===== src/rtl/bike_pkg.sv =====
// bike_pkg: shared widths, limits and the saturating HH:MM:SS increment for the trip recorder.
package bike_pkg;
    localparam int HOUR_W      = 7;
    localparam int MIN_W       = 6;
    localparam int SEC_W       = 6;
    localparam int HMS_W       = HOUR_W + MIN_W + SEC_W;
    localparam int DIST_W      = 14;
    localparam int SPEED_W     = 7;
    localparam int DIST_MAX    = 9999;
    localparam int CM_PER_UNIT = 10000;
    localparam int HOURS_MAX   = 99;

    typedef struct packed {
        logic [HOUR_W-1:0] h;
        logic [MIN_W-1:0]  m;
        logic [SEC_W-1:0]  s;
    } hms_t;

    // Holds at HOURS_MAX:59:59; the carry out of the hours field is dropped.
    function automatic logic [HMS_W-1:0] hms_inc(input logic [HMS_W-1:0] v);
        hms_t t;
        hms_t r;
        t = v;
        r = t;
        if (t.s != SEC_W'(59)) r.s = t.s + SEC_W'(1);
        else if (t.m != MIN_W'(59)) begin
            r.s = '0;
            r.m = t.m + MIN_W'(1);
        end else if (t.h != HOUR_W'(HOURS_MAX)) begin
            r   = '0;
            r.h = t.h + HOUR_W'(1);
        end
        return r;
    endfunction
endpackage


===== src/rtl/reed_sync.sv =====
// reed_sync: two-flop synchronizer for the raw reed switch plus rising-edge detect (one-cycle rev).
module reed_sync (
    input  logic clock,
    input  logic reset,
    input  logic reed_i,
    output logic rev_o
);
    logic [2:0] sh_q;

    always_ff @(posedge clock or posedge reset) begin
        if (reset) sh_q <= '0;
        else sh_q <= {sh_q[1:0], reed_i};
    end

    assign rev_o = sh_q[1] & ~sh_q[2];
endmodule


===== src/rtl/trip_recorder.sv =====
// trip_recorder: timebase pulses, trip distance, max speed and saturating HH:MM:SS trip timer.
// Define TRIP_AUTO_PAUSE_EN to pause the timer and drop moving after IDLE_SEC seconds without a rev.
module trip_recorder
    import bike_pkg::*;
#(
    parameter int CLK_HZ   = 2048,
    parameter int CIRC_CM  = 213,
    parameter int IDLE_SEC = 3
) (
    input  logic               clock,
    input  logic               reset,
    input  logic               reed,
    input  logic               trip_clear,
    input  logic [SPEED_W-1:0] speed,
    input  logic               speed_valid,
    output logic               half_sec_pulse,
    output logic               sec_pulse,
    output logic [DIST_W-1:0]  distance,
    output logic [SPEED_W-1:0] max_speed,
    output logic [HMS_W-1:0]   HMS_time,
    output logic               moving
);
    localparam int HALF = CLK_HZ / 2;
    localparam int PW   = $clog2(HALF);

    if (CLK_HZ < 4 || CLK_HZ % 2 != 0 || CIRC_CM < 1 || CIRC_CM > 1023 || IDLE_SEC < 1) begin : g_bad_cfg
        $error("trip_recorder: illegal parameter set");
    end

    logic [PW-1:0]      pre_q, pre_d;
    logic               phase_q, phase_d, half_q, sec_q;
    logic [DIST_W-1:0]  cm_q, cm_d, dist_q, dist_d, cm_sum;
    logic [SPEED_W-1:0] max_q, max_d;
    logic [HMS_W-1:0]   hms_q, hms_d;
    logic               mov_q, mov_d;
    logic               rev, wrap, tick, carry, run;

    reed_sync u_reed_sync (
        .clock (clock),
        .reset (reset),
        .reed_i(reed),
        .rev_o (rev)
    );

    // The timer advances on the same edge that raises sec_pulse, so seconds and pulse line up.
    always_comb begin
        wrap    = pre_q == PW'(HALF - 1);
        tick    = wrap & phase_q;
        pre_d   = wrap ? '0 : pre_q + PW'(1);
        phase_d = phase_q ^ wrap;
        cm_sum  = cm_q + DIST_W'(CIRC_CM);
        carry   = rev && cm_sum >= DIST_W'(CM_PER_UNIT);
        cm_d    = trip_clear ? '0 : carry ? cm_sum - DIST_W'(CM_PER_UNIT) : rev ? cm_sum : cm_q;
        dist_d  = trip_clear ? '0 : !carry ? dist_q : dist_q == DIST_W'(DIST_MAX) ? '0 : dist_q + DIST_W'(1);
        max_d   = trip_clear ? '0 : (speed_valid && speed > max_q) ? speed : max_q;
        hms_d   = trip_clear ? '0 : (tick && run) ? hms_inc(hms_q) : hms_q;
    end

`ifdef TRIP_AUTO_PAUSE_EN
    localparam int IW = $clog2(IDLE_SEC + 1);
    logic [IW-1:0] idle_q, idle_d;

    assign idle_d = (trip_clear | rev) ? '0 : (tick && idle_q != IW'(IDLE_SEC)) ? idle_q + IW'(1) : idle_q;
    assign mov_d  = trip_clear ? 1'b0 : rev ? 1'b1 : (idle_d == IW'(IDLE_SEC)) ? 1'b0 : mov_q;
    assign run    = mov_q | rev;

    always_ff @(posedge clock or posedge reset) begin
        if (reset) idle_q <= '0;
        else idle_q <= idle_d;
    end
`else
    assign mov_d = trip_clear ? 1'b0 : (mov_q | rev);
    assign run   = 1'b1;
`endif

    always_ff @(posedge clock or posedge reset) begin
        if (reset) begin
            pre_q   <= '0;
            phase_q <= 1'b0;
            half_q  <= 1'b0;
            sec_q   <= 1'b0;
            cm_q    <= '0;
            dist_q  <= '0;
            max_q   <= '0;
            hms_q   <= '0;
            mov_q   <= 1'b0;
        end else begin
            pre_q   <= pre_d;
            phase_q <= phase_d;
            half_q  <= wrap;
            sec_q   <= tick;
            cm_q    <= cm_d;
            dist_q  <= dist_d;
            max_q   <= max_d;
            hms_q   <= hms_d;
            mov_q   <= mov_d;
        end
    end

    assign half_sec_pulse = half_q;
    assign sec_pulse      = sec_q;
    assign distance       = dist_q;
    assign max_speed      = max_q;
    assign HMS_time       = hms_q;
    assign moving         = mov_q;
endmodule


===== config.mk =====
export PLATFORM = sky130hd
export DESIGN_NAME = trip_recorder
export DESIGN_NICKNAME = d
export VERILOG_FILES = /design/src/rtl/bike_pkg.sv /design/src/rtl/reed_sync.sv /design/src/rtl/trip_recorder.sv
export SDC_FILE = /design/constraint.sdc
export NUM_CORES = 1
export LEC_CHECK = 0
export ABC_CLOCK_PERIOD_IN_PS = 6500
export CAP_MARGIN = 20
export CELL_PAD_IN_SITES_DETAIL_PLACEMENT = 0
export CELL_PAD_IN_SITES_GLOBAL_PLACEMENT = 2
export CORE_ASPECT_RATIO = 1.75
export CORE_MARGIN = 3
export CORE_UTILIZATION = 35
export CTS_BUF_LIST = sky130_fd_sc_hd__clkbuf_8
export DETAILED_ROUTE_END_ITERATION = 6
export PLACE_DENSITY_LB_ADDON = 0.1
export SETUP_SLACK_MARGIN = 0.02
export SLEW_MARGIN = 20
export SYNTH_ARGS = -nofsm -noshare
export SYNTH_HDL_FRONTEND = slang
export SYNTH_SLANG_ARGS = --single-unit

===== constraint.sdc =====
create_clock -name clock -period 6.5 [get_ports clock]
set_clock_uncertainty 0.1 [all_clocks]
set_input_delay 1.3 -clock clock [delete_from_list [all_inputs] [get_ports clock]]
set_output_delay 1.3 -clock clock [all_outputs]
set_load 0.02 [all_outputs]

After elaboration in Yosys (flattened, before gate mapping)
Cells that the tools add are included.

Word-level logic and storage cells: 62. Output and inout port bits: 43. Register bits: 71. Input port bits: 12.

Magnitude comparators: 2. Reductions and logical operators: 12. Bitwise logic cells: 5. Mux-type cells: 17. Eq/ne operators: 7. Add/sub/neg operators: 7.

Operator list (count): $mux 14 (6); $mux 19 (3); $mux 7 (3); $add 14x1->14 const B (1); $add 14x8->14 const B (1); $eq 14x14->1 const B (1); $ge 14x14->1 const B (1); $sub 14x14->14 const B (1); $mux 13 (1); $add 6x1->6 const B (2); $mux 12 (1); $ne 6x6->1 const B (2); $add 10x1->10 const B (1); $eq 10x10->1 const B (1); $mux 10 (1); $reduce_bool 2->1 (4); $add 7x1->7 const B (1); $gt 7x7->1 (1); $ne 7x7->1 const B (1); $mux 6 (1); $reduce_bool 3->1 (2); $ne 2x2->1 const B (2); $reduce_and 4->1 (1); $reduce_bool 4->1 (1); 8 further kinds (10).

Longest topological paths before layout
Word-level depth: 6. Depth in mapped cells: 14. Depth with buffers taken out: 12.

Cells and area by module
Synthesis repeated with hierarchy kept, for this count alone.

Cells, all modules: 463. Area, all modules: 4236.6 um^2.

Modules (own cells, without submodules): trip_recorder (sequential area each 1701.6 um^2, area an instance 4144.0 um^2, times used 1, cells an instance 458); reed_sync (sequential area each 75.1 um^2, area an instance 92.6 um^2, times used 1, cells an instance 5).

Worst setup path before layout
No wires, ideal clock.

Path kind: input -> register. Start point: input trip_clear. End point: register hms_q[18], in the netlist HMS_time[18]. Path buffers: 2. Required time: 6.268 ns. Arrival time: 2.819 ns. Stages on the path: 9. Setup time: 0.132 ns. Path slack: 3.449 ns. Path through: clkbuf_1 nor4bb_1 nand3_1 o21a_1 clkbuf_1 nand4_1 or2_2 xor2_1 nor2_1.

Longest elaborated chain between the ends: 2. Elaborated cells between the ends (all ways): 6. Classes of those cells: eq/ne (2); mux (1); reduce/logical (3).

Ends and longest elaborated chain: from (decl) (line trip_recorder.sv:13) `input logic trip_clear,`; $ne 2x2->1 (no line) or $reduce_bool 2->1 (tied branches); $reduce_and 4->1 (no line); to (signal assigned) (line trip_recorder.sv:95) `hms_q <= hms_d;`; to (decl) (line trip_recorder.sv:34) `logic [HMS_W-1:0] hms_q, hms_d;`.

Parallel ways exist; a longest one is shown, timed or not. A chain may end at the register's enable or synchronous reset.

Worst setup path in the final report
Start point: register cm_q[0]. End point: register dist_q[2], in the netlist distance[2].

Longest elaborated chain between the ends: 4.

Ends and longest elaborated chain: from (decl) (line trip_recorder.sv:32) `logic [DIST_W-1:0] cm_q, cm_d, dist_q, dist_d, cm_sum;`; from (signal assigned) (line trip_recorder.sv:92) `cm_q <= cm_d;`; $add 14x8->14 (line trip_recorder.sv:51) `cm_sum = cm_q + DIST_W'(CIRC_CM);`; $ge 14x14->1 (line trip_recorder.sv:52) `carry = rev && cm_sum >= DIST_W'(CM_PER_UNIT);`; $logic_and 1x1->1 (line trip_recorder.sv:52); $reduce_bool 2->1 (no line); to (signal assigned) (line trip_recorder.sv:93) `dist_q <= dist_d;`; to (decl) (line trip_recorder.sv:32).

Every way passes these cells.

==> results.py <==
metrics = {
    "outcome": {
        "status": "completed",
    },
    "worst_setup_path": {
        "crit_path_frequent_cell": "ha_1",
        "crit_fanout": 15,
        "crit_chain": "ha_1 > o21a_1 > xnor2_1 > ha_1 > nand4b_1 > o22ai_1 > o221ai_2 > a211oi_2 > nor2b_1 > o21ai_0 > o21ai_1",
        "regToRegEndpoint": "distance[2]",
        "r2r_start": "cm_q[0]",
        "crit_type": "register to register",
        "end_kind": "register",
        "max_stage_delay_ns": 0.82,
        "critPathRequiredTime_ns": 6.68,
        "worst_r2r_path_depth": 11,
        "slowest_stage": "a211oi_2",
        "arrival_ns": 3.78,
        "ff2ff_setup_slack_ns": 2.90,
        "cp-start-kind": "register",
    },
    "sta": {
        "maxSlewHeadroom": 0.371,
        "rsz0062_at_grt": "false",
        "finalSetupViolCount": 0,
        "layout_min_cycle_time_ns": 3.60,
        "finalCritPeriodShare": 0.554,
        "finalHoldViolations": 0,
        "tns_ns": 0,
        "max_freq_mhz": 278,
        "worstMarginPinSlew_ns": 0.943,
        "slew_viol_final": 0,
    },
    "logic_synthesis": {
        "synthFlopType": "dfrtp_1",
        "synth_async_sr_flop_share": 1.00,
        "synth_top_area_frac": 0.411,
        "avgSynthCellArea_um2": 9.24,
        "synth_nets": 497,
        "synth_seq_cells": 71,
        "synth_seq_area_share": 0.411,
        "yosysTopAreaCell": "dfrtp_1",
        "synth_edf_count": 0,
        "yosysWarnings": 0,
        "synth.cell_area_um2": 4330,
        "ys_types": 71,
        "synthCells": 468,
        "synth.area.top_cells": "dfrtp_1 (41%), nor2_1 (5.3%), ha_1 (4.9%), nand2_1 (3.2%), a21oi_1 (3.1%)",
    },
    "worst_hold_path": {
        "hold_class": "register to register",
        "whs_path_depth": 0,
        "hold_end": "u_reed_sync.sh_q[1]",
        "min_from": "u_reed_sync.sh_q[0]",
    },
    "die": {
        "pin_count": 55,
        "dieWidth_um": 90.0,
        "initial_utilization": 0.358,
        "core.rowCount": 53,
        "fp.dieH_um": 153,
        "core-area_um2": 12100,
        "dieArea_um2": 13800,
    },
    "cells_and_area": {
        "regArea_um2": 1780,
        "layout-drive-gt1-share": 0.0872,
        "multi_input_area_um2": 2320,
        "antenna_cells": 0,
        "mostFrequentLayoutCells": "dfrtp_1 (71), nor2_1 (61), clkdlybuf4s50_1 (53), nand2_1 (37)",
        "utilization": 0.422,
        "layout_commonest_cell": "dfrtp_1",
        "fin_nets": 542,
        "fillers": 1242,
        "syn2layout_area_growth_pct": 17.8,
    },
    "clock_tree": {
        "clkSlewWorstSetupHoldPaths_ns": 0.08,
        "cts.root.buffer_cell": "clkbuf_8",
        "post_cts_buffers": 0,
        "clk_path_buf_depth": 2,
        "cts_tree": "done",
        "clock_latency_ns": 0.35,
        "cts_sinks": 71,
        "cts_resized": 0,
        "cts_buffers": 9,
        "hold_buffers": 0,
        "cts_max_level": 3,
    },
    "route": {
        "drtPass1Iterations": 4,
        "drcViolationCount": 0,
        "wire_per_inst_um": 15.4,
        "postRouteAntennaNets": 0,
        "route.vias.total": 3590,
        "drt-vias-per-instance": 5.27,
        "wl_mm": 10.5,
        "drtIter0Drc": 128,
    },
    "global_route": {
        "groute.usage.overall": 0.160,
        "grt-ovfl-total": 0,
        "grt_max_degree": 72,
        "first_global_vias": 3628,
        "antenna_found_initial": 0,
        "grt_pass1_wl_mm": 18.0,
    },
    "placed_design": {
        "io_buffer_count": 54,
        "gp_congestion": 0.756,
        "place.detailed.hpwl_mm": 7.51,
    },
    "power": {
        "switchingPower_uw": 270,
        "pwr-share-seq": 0.498,
        "peakVddDrop_mv": 0.154,
        "power_density_nw_per_um2": 186,
        "swShare": 0.285,
        "power_frac_clock": 0.370,
        "p_int_uw": 679,
        "leakage_nw": 2.05,
        "comb_power_share": 0.132,
    },
    "job": {
        "maxCapViolCount": 0,
    },
}
[power by group through the flow]
stage	clock network [mW]	registers [mW]	logic [mW]
2_1_floorplan	0	0.483	0.0843
3_3_place_gp	0	0.482	0.127
3_5_place_dp	0	0.482	0.127
4_1_cts	0.371	0.474	0.128
5_1_grt	0.386	0.476	0.140
6_report	0.351	0.473	0.125
[worst max-delay path by stage]
stage	from	endpoint	slack, ns	cells after the start
after global placement	speed[1]	max_speed[0]	2.77	9
after floorplan	reset	HMS_time[0]	3.30	1
final	cm_q[0]	distance[2]	2.90	11
after CTS	cm_q[0]	distance[2]	2.90	11
after global routing	cm_q[0]	distance[2]	2.59	11
after detailed placement	speed[1]	max_speed[0]	2.76	9
[logic make-up after synthesis]
kind of cell               after synthesis  synth area share
buffers and inverters                   37            0.0529
xor gates and xnor gates                28            0.0567
DFF                                     71             0.411
and+or+nand+nor                        191             0.218
adders and majority gates               17            0.0492
AOI/OAI and AO/OA                      113             0.184
muxes                                   11            0.0278
[registers in the layout, summed over array words and instances, names as in the netlist]
register          count
u_reed_sync.sh_q      3
phase_q               1
pre_q                10
half_sec_pulse        1
distance             14
cm_q                 14
moving                1
sec_pulse             1
max_speed             7
HMS_time             19
[cells in the mapped netlist, drive strengths merged, types with 3 or more instances]
cell type / number
a21oi: 29
nand2: 37
clkbuf: 15
nor3: 9
xnor2: 14
and4: 3
nand2b: 5
nand4: 10
or3: 10
o41ai: 3
o21ai: 33
nand3: 21
o21a: 5
xor2: 14
a22o: 4
nand3b: 3
mux2: 8
mux2i: 3
buf: 7
inv: 15
a21o: 3
nor2: 62
dfrtp: 71
a31oi: 7
and3: 10
ha: 17
nor2b: 9
a211oi: 5
o211ai: 3
[metrics by stage]
stage                     total power [mW]  std cells  cell area (um^2)  hold slack, ns  setup WS, ns
final                                0.950        681              5090           0.268          2.90
after global routing                  1.00        681              5090           0.277          2.59
after CTS                            0.972        681              5090           0.272          2.90
after detailed placement             0.610        667              4910           0.254          2.76
after global placement               0.609        667              4910           0.241          2.77
after floorplan                      0.567        468              4330           0.231          3.30
[routing by layer]
layer / wire [um] / track usage / up-vias
met5: 0 / 0 / -
met4: 166 / 0.0526 / 0
met3: 283 / 0.0310 / 13
met2: 5820 / 0.303 / 65
met1: 4240 / 0.176 / 1755
li1: - / - / 1757
[critical path: cells and delay by family (launching register included)]
kind	cells	cell delay, ns
AO/OA/AOI/OAI	6	1.74
AND/OR/NAND/NOR	2	0.31
flip-flops	1	0.49
adder cells (fa/ha/maj)	2	0.61
XOR/XNOR	1	0.26
[area by class of cell]
cell class              instances  area share
repair buffers                 56       0.108
flip-flops and latches         71       0.349
well taps                     165      0.0405
clock buffers                   9      0.0243
clock inverters                 5      0.0120
multi-input cells             360       0.455
inverters                      15      0.0111
(Power assumes the default switching activity.)
